<file path="src/rtl/qm_defs.sv">
// Shared fetch-path definitions: reset PC, instruction width, FIFO entry layout.
package qm_defs;

  localparam logic [31:0] QM_RESET_PC = 32'h8000_0000;
  localparam int          QM_INSN_W   = 32;

  typedef struct packed {
    logic [31:0]          pc;
    logic [QM_INSN_W-1:0] instr;
  } fetch_entry_t;

  function automatic logic [31:0] qm_align(input logic [31:0] addr);
    return addr & ~32'h3;
  endfunction

endpackage

</file>
<file path="src/rtl/qm_fetch_fifo.sv">
// Synchronous {pc, instr} FIFO between fetch and decode, with a flush that
// discards every queued entry in one cycle.
module qm_fetch_fifo
  import qm_defs::*;
#(
  parameter int DEPTH = 2
) (
  input  logic                 clk,
  input  logic                 reset,
  input  logic                 flush,
  input  logic                 push,
  input  logic [31:0]          push_pc,
  input  logic [QM_INSN_W-1:0] push_instr,
  input  logic                 pop_ready,
  output logic                 out_valid,
  output logic [31:0]          head_pc,
  output logic [QM_INSN_W-1:0] head_instr,
  output logic                 full
);

  localparam int PTR_W = (DEPTH > 1) ? $clog2(DEPTH) : 1;
  localparam int CNT_W = PTR_W + 1;

  logic [CNT_W-1:0] count;
  logic [PTR_W-1:0] rd_ptr;
  logic [PTR_W-1:0] wr_ptr;
  logic             pop;
  fetch_entry_t     mem [DEPTH];

  assign out_valid  = (count != '0);
  assign full       = (count == CNT_W'(DEPTH));
  assign pop        = out_valid && pop_ready;
  assign head_pc    = mem[rd_ptr].pc;
  assign head_instr = mem[rd_ptr].instr;

  // Caller only pushes when not full, so the count never exceeds DEPTH.
  always_ff @(posedge clk) begin
    if (reset || flush) begin
      count  <= '0;
      rd_ptr <= '0;
      wr_ptr <= '0;
    end else begin
      if (push) wr_ptr <= wr_ptr + PTR_W'(1);
      if (pop)  rd_ptr <= rd_ptr + PTR_W'(1);
      count <= count + CNT_W'(push) - CNT_W'(pop);
    end
  end

  always_ff @(posedge clk) begin
    if (push) mem[wr_ptr] <= '{pc: push_pc, instr: push_instr};
  end

endmodule

</file>
<file path="src/rtl/qm_fetch.sv">
// Instruction-fetch stage: owns the PC, drives the icache, and queues fetched
// words toward decode; redirects arriving mid-fill are parked until the fill ends.
module qm_fetch
  import qm_defs::*;
#(
  parameter logic [31:0] RESET_PC  = QM_RESET_PC,
  parameter int          BUF_DEPTH = 2
) (
  input  logic                 clk,
  input  logic                 reset,
  output logic [31:0]          icache_address,
  output logic                 icache_enable,
  input  logic                 icache_hit,
  input  logic                 icache_stall,
  input  logic [QM_INSN_W-1:0] icache_data,
  input  logic                 redirect_valid,
  input  logic [31:0]          redirect_pc,
  output logic                 out_valid,
  input  logic                 out_ready,
  output logic [31:0]          out_pc,
  output logic [QM_INSN_W-1:0] out_instr
);

  logic [31:0]          pc_q;
  logic [31:0]          pend_pc_q;
  logic                 pend_q;
  logic                 fifo_full;
  logic                 can_fetch;
  logic                 fire;
  logic                 head_valid;
  logic [31:0]          head_pc;
  logic [QM_INSN_W-1:0] head_instr;
  logic [31:0]          redirect_tgt;

  assign redirect_tgt   = qm_align(redirect_pc);
  assign can_fetch      = !fifo_full && !pend_q;
  // Enable stays up for the whole fill: the icache FSM only advances while enabled.
  assign icache_enable  = !reset && (icache_stall || can_fetch);
  assign icache_address = pc_q;
  assign fire           = icache_enable && icache_hit && !icache_stall
                          && can_fetch && !redirect_valid;

  always_ff @(posedge clk) begin
    if (reset) begin
      pc_q   <= RESET_PC;
      pend_q <= 1'b0;
    end else if (redirect_valid) begin
      if (icache_stall) begin
        pend_q <= 1'b1;
      end else begin
        pc_q   <= redirect_tgt;
        pend_q <= 1'b0;
      end
    end else if (pend_q && !icache_stall) begin
      // Fill just finished for the old line; its word is dropped.
      pc_q   <= pend_pc_q;
      pend_q <= 1'b0;
    end else if (fire) begin
      pc_q <= pc_q + 32'd4;
    end
  end

  always_ff @(posedge clk) begin
    if (redirect_valid && icache_stall) pend_pc_q <= redirect_tgt;
  end

  qm_fetch_fifo #(
    .DEPTH (BUF_DEPTH)
  ) u_fifo (
    .clk        (clk),
    .reset      (reset),
    .flush      (redirect_valid),
    .push       (fire),
    .push_pc    (pc_q),
    .push_instr (icache_data),
    .pop_ready  (out_ready),
    .out_valid  (head_valid),
    .head_pc    (head_pc),
    .head_instr (head_instr),
    .full       (fifo_full)
  );

  assign out_valid = head_valid;
  assign out_pc    = head_valid ? head_pc : '0;
  assign out_instr = head_valid ? head_instr : '0;

endmodule

</file>
<file path="config.mk">
export PLATFORM = sky130hd
export DESIGN_NAME = qm_fetch
export DESIGN_NICKNAME = d
export VERILOG_FILES = /design/src/rtl/qm_defs.sv /design/src/rtl/qm_fetch_fifo.sv /design/src/rtl/qm_fetch.sv
export SDC_FILE = /design/constraint.sdc
export NUM_CORES = 1
export LEC_CHECK = 0
export ABC_AREA = 1
export BUFFER_PORTS_ARGS = -buffer_cell sky130_fd_sc_hd__buf_2
export CAP_MARGIN = 40
export CELL_PAD_IN_SITES_DETAIL_PLACEMENT = 1
export CELL_PAD_IN_SITES_GLOBAL_PLACEMENT = 2
export CORE_UTILIZATION = 38
export DETAILED_ROUTE_END_ITERATION = 8
export PLACE_DENSITY_LB_ADDON = 0.1
export SLEW_MARGIN = 5
export SYNTH_ARGS = -nofsm -noshare
export SYNTH_HDL_FRONTEND = slang
export SYNTH_HIERARCHICAL = 1
export SYNTH_SLANG_ARGS = --single-unit
</file>
<file path="constraint.sdc">
create_clock -name clk -period 10.04 [get_ports clk]
set_input_delay 1.004 -clock clk [delete_from_list [all_inputs] [get_ports clk]]
set_output_delay 1.004 -clock clk [all_outputs]
set_load 0.1 [all_outputs]
</file>
# After elaboration in Yosys (flattened, before gate mapping)
# Memories as Yosys holds them, arrays and structs flattened. A register that Yosys moved wholly into a read port is not among the register bits.
# Index checks and enable logic that the tools add are counted.
[classes]
add_sub_neg = 5
n_mul = 0
div_mod_pow = 0
n_lt_le_gt_ge = 0
n_eq_ne = 2
shift = 0
mux = 13
bitwise_logic = 0
reduce_logical = 20
[ops]
columns = ["cell", "count"]
rows = [
  ["32-bit two-way mux", 6],
  ["32-bit by 3-bit adder with 32-bit output, second input constant", 1],
  ["1-bit logical AND", 9],
  ["1-bit two-way mux", 7],
  ["1-bit zero test", 5],
  ["2-bit nonzero test", 2],
  ["3-bit nonzero test", 1],
  ["1-bit adder, second input constant", 2],
  ["2-bit by 1-bit adder with 2-bit output", 1],
  ["2-bit equality test, second input constant", 1],
  ["1-bit logical OR", 2],
  ["2-bit != test, second input constant", 1],
  ["2-bit AND reduction", 1],
  ["2-bit by 1-bit subtractor with 2-bit output", 1],
]
[totals]
regBits = 67
latchBits = 0
mem_bits_rw = 128
mem_bits_ro = 0
in_bits = 70
out_inout_bits = 98
wordCells = 47
mem_count = 1
[mem_list]
columns = ["memory", "depth", "word_bits", "read_ports", "rd_ports_with_merged_regs", "wr", "line_no", "source"]
rows = [
  ["u_fifo.mem", 2, 64, 1, 1, 1, "qm_fetch_fifo.sv:28", "fetch_entry_t mem [DEPTH];"],
]

# Longest topological paths before layout
[logic_depth]
depth_word = 12
depth_mapped = 12
depth_no_buf = 12

# Modules after synthesis
# The synthesis kept the hierarchy.
[by_module_without_submodules]
columns = ["module", "n_inst", "cells_each", "area_each_um2", "seq_area_each_um2"]
rows = [
  ["qm_fetch_fifo", 1, 237, 5167.5, 3943.8],
  ["qm_fetch", 1, 683, 4201.5, 1521.5],
]

# Least setup slack after synthesis
# Ideal clock, no wire load.
[synth_timing]
kind = "input -> register"
startpoint = "input reset"
endpoint = "memory u_fifo/mem[0][0] (netlist bit), enable pin"
setup_time_ps = 488
arrival_ps = 4156
required_time_ps = 9552
slack_ps = 5396
path_stages = 5
path_buffers = 0
path_cell_list = "nor3_2 -> nand4_2 -> inv_1 -> inv_1 -> nor2_1"
[synth_between]
elab_chain_cells = 8
[synth_lines]
columns = ["element", "line_no", "source"]
rows = [
  ["start: declaration", "qm_fetch.sv:10", "input logic reset,"],
  ["1-bit zero test", "qm_fetch.sv:38", "assign icache_enable = !reset && (icache_stall || can_fetch);"],
  ["1-bit logical AND", "qm_fetch.sv:38", ""],
  ["1-bit logical AND (2 in a row)", "qm_fetch.sv:40", "assign fire = icache_enable && icache_hit && !icache_stall"],
  ["1-bit logical AND (2 in a row)", "qm_fetch.sv:41", "&& can_fetch && !redirect_valid;"],
  ["net fire", "qm_fetch.sv:29", "logic fire;"],
  ["1-bit two-way mux", "qm_fetch_fifo.sv:50", "if (push) mem[wr_ptr] <= '{pc: push_pc, instr: push_instr};"],
  ["1-bit two-way mux (implied by the code)", "qm_fetch_fifo.sv:50", ""],
  ["end: declaration", "qm_fetch_fifo.sv:28", ""],
]
# The timed path passes the listed nets, and every way through them passes these cells.

==> results.toml <==
[grt]
grt_antenna_before_repair = 0
grt_overflow_total = 0
grt-busiest-layer = "met2"
grt_pass1_vias = 6522
grt_max_degree = 55
grt_util_met2_pct = 30.8
grt.total_usage_pct = 18.5
grt_use_met3_pct = 3.41
met1_usage_pct = 24.9
grt_first_pass_wirelength_mm = 36.2

[clocking]
h-tree-depth = 4
cts_hold_buf = 0
post_cts.repair.setup_buffers = 0
cts.sinks = 194
cts_tree = "built"
root_buffer = "clkbuf_16"
cts_made_buffers = 17
clkTransAtPathRegs_ns = 0.07
clock_path_buffers = 2
cts_resized = 0
clkLatencyLatePin_ns = 0.44

[setup_path]
start_kind = "flop"
timing.rr.end = "u_fifo/mem[0][57]"
crit_fanout = 39
regToRegSetupSlack_ns = 7.39
crit_arrival_ns = 2.65
critical_path_buf_inv_count = 3
crit_family = "buffers and inverters"
max_stage_delay_ns = 0.69
r2r.worst_path.cells = 8
cp-endpoint = "out_instr[4]"
endpoint_kind = "output port"
worstPathRequired_ns = 9.04
worstSetupPathDepth = 5
path_class = "reg2out"
r2r_start = "u_fifo/count[1]"
slowest_stage = "buf_4"
cp_cell_sequence = "buf_4, mux2_4, nand2_1, inv_1, buf_2"

[drt]
vias = 6548
drt_first_iter_violations = 329
first_pass_iters = 4
wire_per_inst_um = 16.2
drc = 0
finalWirelength_mm = 22.9
viasPerCell = 4.62
ant_nets = 0

[timing]
fmax_mhz = 274
finalWorstPathRequiredPeriod_ns = 3.65
hold_viol = 0
period_share_pct = 36.4
finalClockSkew_ns = 0.0169
fin_tns_setup_ns = 0
tightest_slew_ns = 0.764
setup_viol = 0
worst_hold_slack_ns = 0.525
slew_headroom_pct = 49.1
final_max_slew_viol_count = 0
rsz0062_at_grt = "false"

[cells_and_area]
area_growth_pct = 17.3
postLayoutCoreUtil_pct = 45.3
fillers = 2793
drive_gt1_share_pct = 27.5
num_antenna_cells = 0
fin_nets = 1152

[die]
initial_core_util_pct = 38.6
die_area_um2 = 25300
die_w_um = 159
io_pins = 168
die_y_um = 159
fp.coreArea_um2 = 24200
rows = 57

[worst_hold_path]
worstHoldPathType = "reg2reg"

[synth]
avgSynthCellArea_um2 = 10.2
synthCells = 920
yosysTopAreaCell = "edfxtp_1"
yosysWarnings = 6
yosysTopAreaCellShare_pct = 50.6
synth_cell_type_count = 42
yosys-top-cells-area = "edfxtp_1 (51%), nand2_1 (11%), mux2_4 (9.6%)"
netlist_area_um2 = 9370
synth-seq-cells = 194
synth-seq-area-share_pct = 58.3

[placement]
dp_hpwl_mm = 15.5
finalWeightedCongestion = 0.750
io_buffer_count = 163

[job]
cap_violations = 0

[power]
power.total_w = 0.00179
ir_drop_v = 0.0000968
cellPowerDensity_nw_per_um2 = 163
power.leakage_nw = 5.07

[status]
status = "finished clean"
[cell usage after synthesis (all sizes together)]
cell / n
dfxtp: 36
conb: 1
o21bai: 4
nor2: 102
a211oi: 1
nand3: 30
ha: 3
nor3: 3
mux2: 64
a31oi: 1
xnor2: 3
clkinv: 1
nand3b: 1
o211ai: 2
a21oi: 36
clkbuf: 12
inv: 126
o21ai: 21
nand4: 1
nand2: 283
edfxtp: 158
xor2: 4
or2: 2
o22ai: 2
buf: 23
[cell type report]
| cell class | count | area [um^2] | area share, % |
|---|---|---|---|
| Clock buffer | 17 | 425 | 3.87 |
| Clock inverter | 15 | 161 | 1.47 |
| Inverter | 127 | 479 | 4.36 |
| Multi-Input combinational cell | 569 | 3190 | 29.0 |
| Sequential cell | 194 | 5470 | 49.7 |
| Tap cell | 324 | 405 | 3.69 |
| Timing Repair Buffer | 170 | 868 | 7.90 |
[flip-flops by register name, indices dropped and copies added, names as in the netlist, named ones only]
register	flops
u_fifo/count	2
u_fifo/mem	128
pend_q	1
u_fifo/wr_ptr	1
pend_pc_q	30
u_fifo/rd_ptr	1
icache_address	30
[kinds of logic after synthesis]
group,count (synthesis),synth area share [%]
XOR/XNOR,7,0.654
AO/OA/AOI/OAI,67,4.05
adder cells (fa/ha/maj),3,0.401
AND/OR/NAND/NOR,422,18.5
multiplexers,64,10.1
other,1,0.0400
buffers and inverters,162,7.97
flip-flops,194,58.3
[worst reg2reg max path, cell delays in order, from the launching register on]
cell,delay (ns)
dfxtp_1,0.32
inv_1,0.12
nor2_1,0.10
nor3_2,0.22
nand4_2,0.17
inv_1,0.17
inv_1,0.09
nor2_4,0.38
buf_4,0.64
[routing by layer]
metal | share of wire (%) | vias up | wire length, um
met4 | 0.83 | 0 | 190
li1 | - | 3285 | -
met5 | 0 | - | 0
met2 | 48 | 144 | 10900
met1 | 48 | 3104 | 10900
met3 | 3.8 | 15 | 865
[cells in the final DEF (no fill, tap or decap), types with 3 or more instances in the layout]
cell,instances
inv_2,5
nor2_4,4
xor2_1,4
nand2_2,4
a21oi_2,6
edfxtp_1,158
nor2_2,6
mux2_2,4
mux2_4,60
ha_1,3
o21ai_0,14
conb_1,6
clkbuf_16,17
nand2_1,277
inv_6,3
nor2_1,91
a21oi_1,30
inv_8,4
o21ai_1,7
buf_2,163
buf_4,7
clkinv_4,3
inv_1,120
o21bai_1,4
dfxtp_1,35
xnor2_1,3
nand3_1,29
[where the power goes]
group | switching, W | internal, W | leakage, nW
logic | 0.000152 | 0.0000442 | 3.01
clock network | 0.000340 | 0.000335 | 0.281
registers | 0.0000249 | 0.000892 | 1.78
[stage by stage]
step	setup WS (ns)	instances	instance area, um^2
finish	6.39	1416	11000
global route	6.23	1416	11000
CTS	6.33	1416	11000
detailed placement	6.51	1384	10400
global placement	6.53	1384	10400
floorplan	5.40	925	9390
[how the worst min path moves through the flow]
stage                             start       endpoint  slack [ns]  cells past startpoint
after detailed placement  u_fifo/rd_ptr  u_fifo/rd_ptr        0.50                      2
after floorplan           u_fifo/rd_ptr           flop        0.47                      2
after CTS                 u_fifo/rd_ptr           flop        0.54                      2
after global routing      u_fifo/rd_ptr           flop        0.57                      2
after global placement    u_fifo/rd_ptr  u_fifo/rd_ptr        0.50                      2
final                     u_fifo/rd_ptr           flop        0.53                      2
No activity file was read; power rests on OpenSTA's default activity.
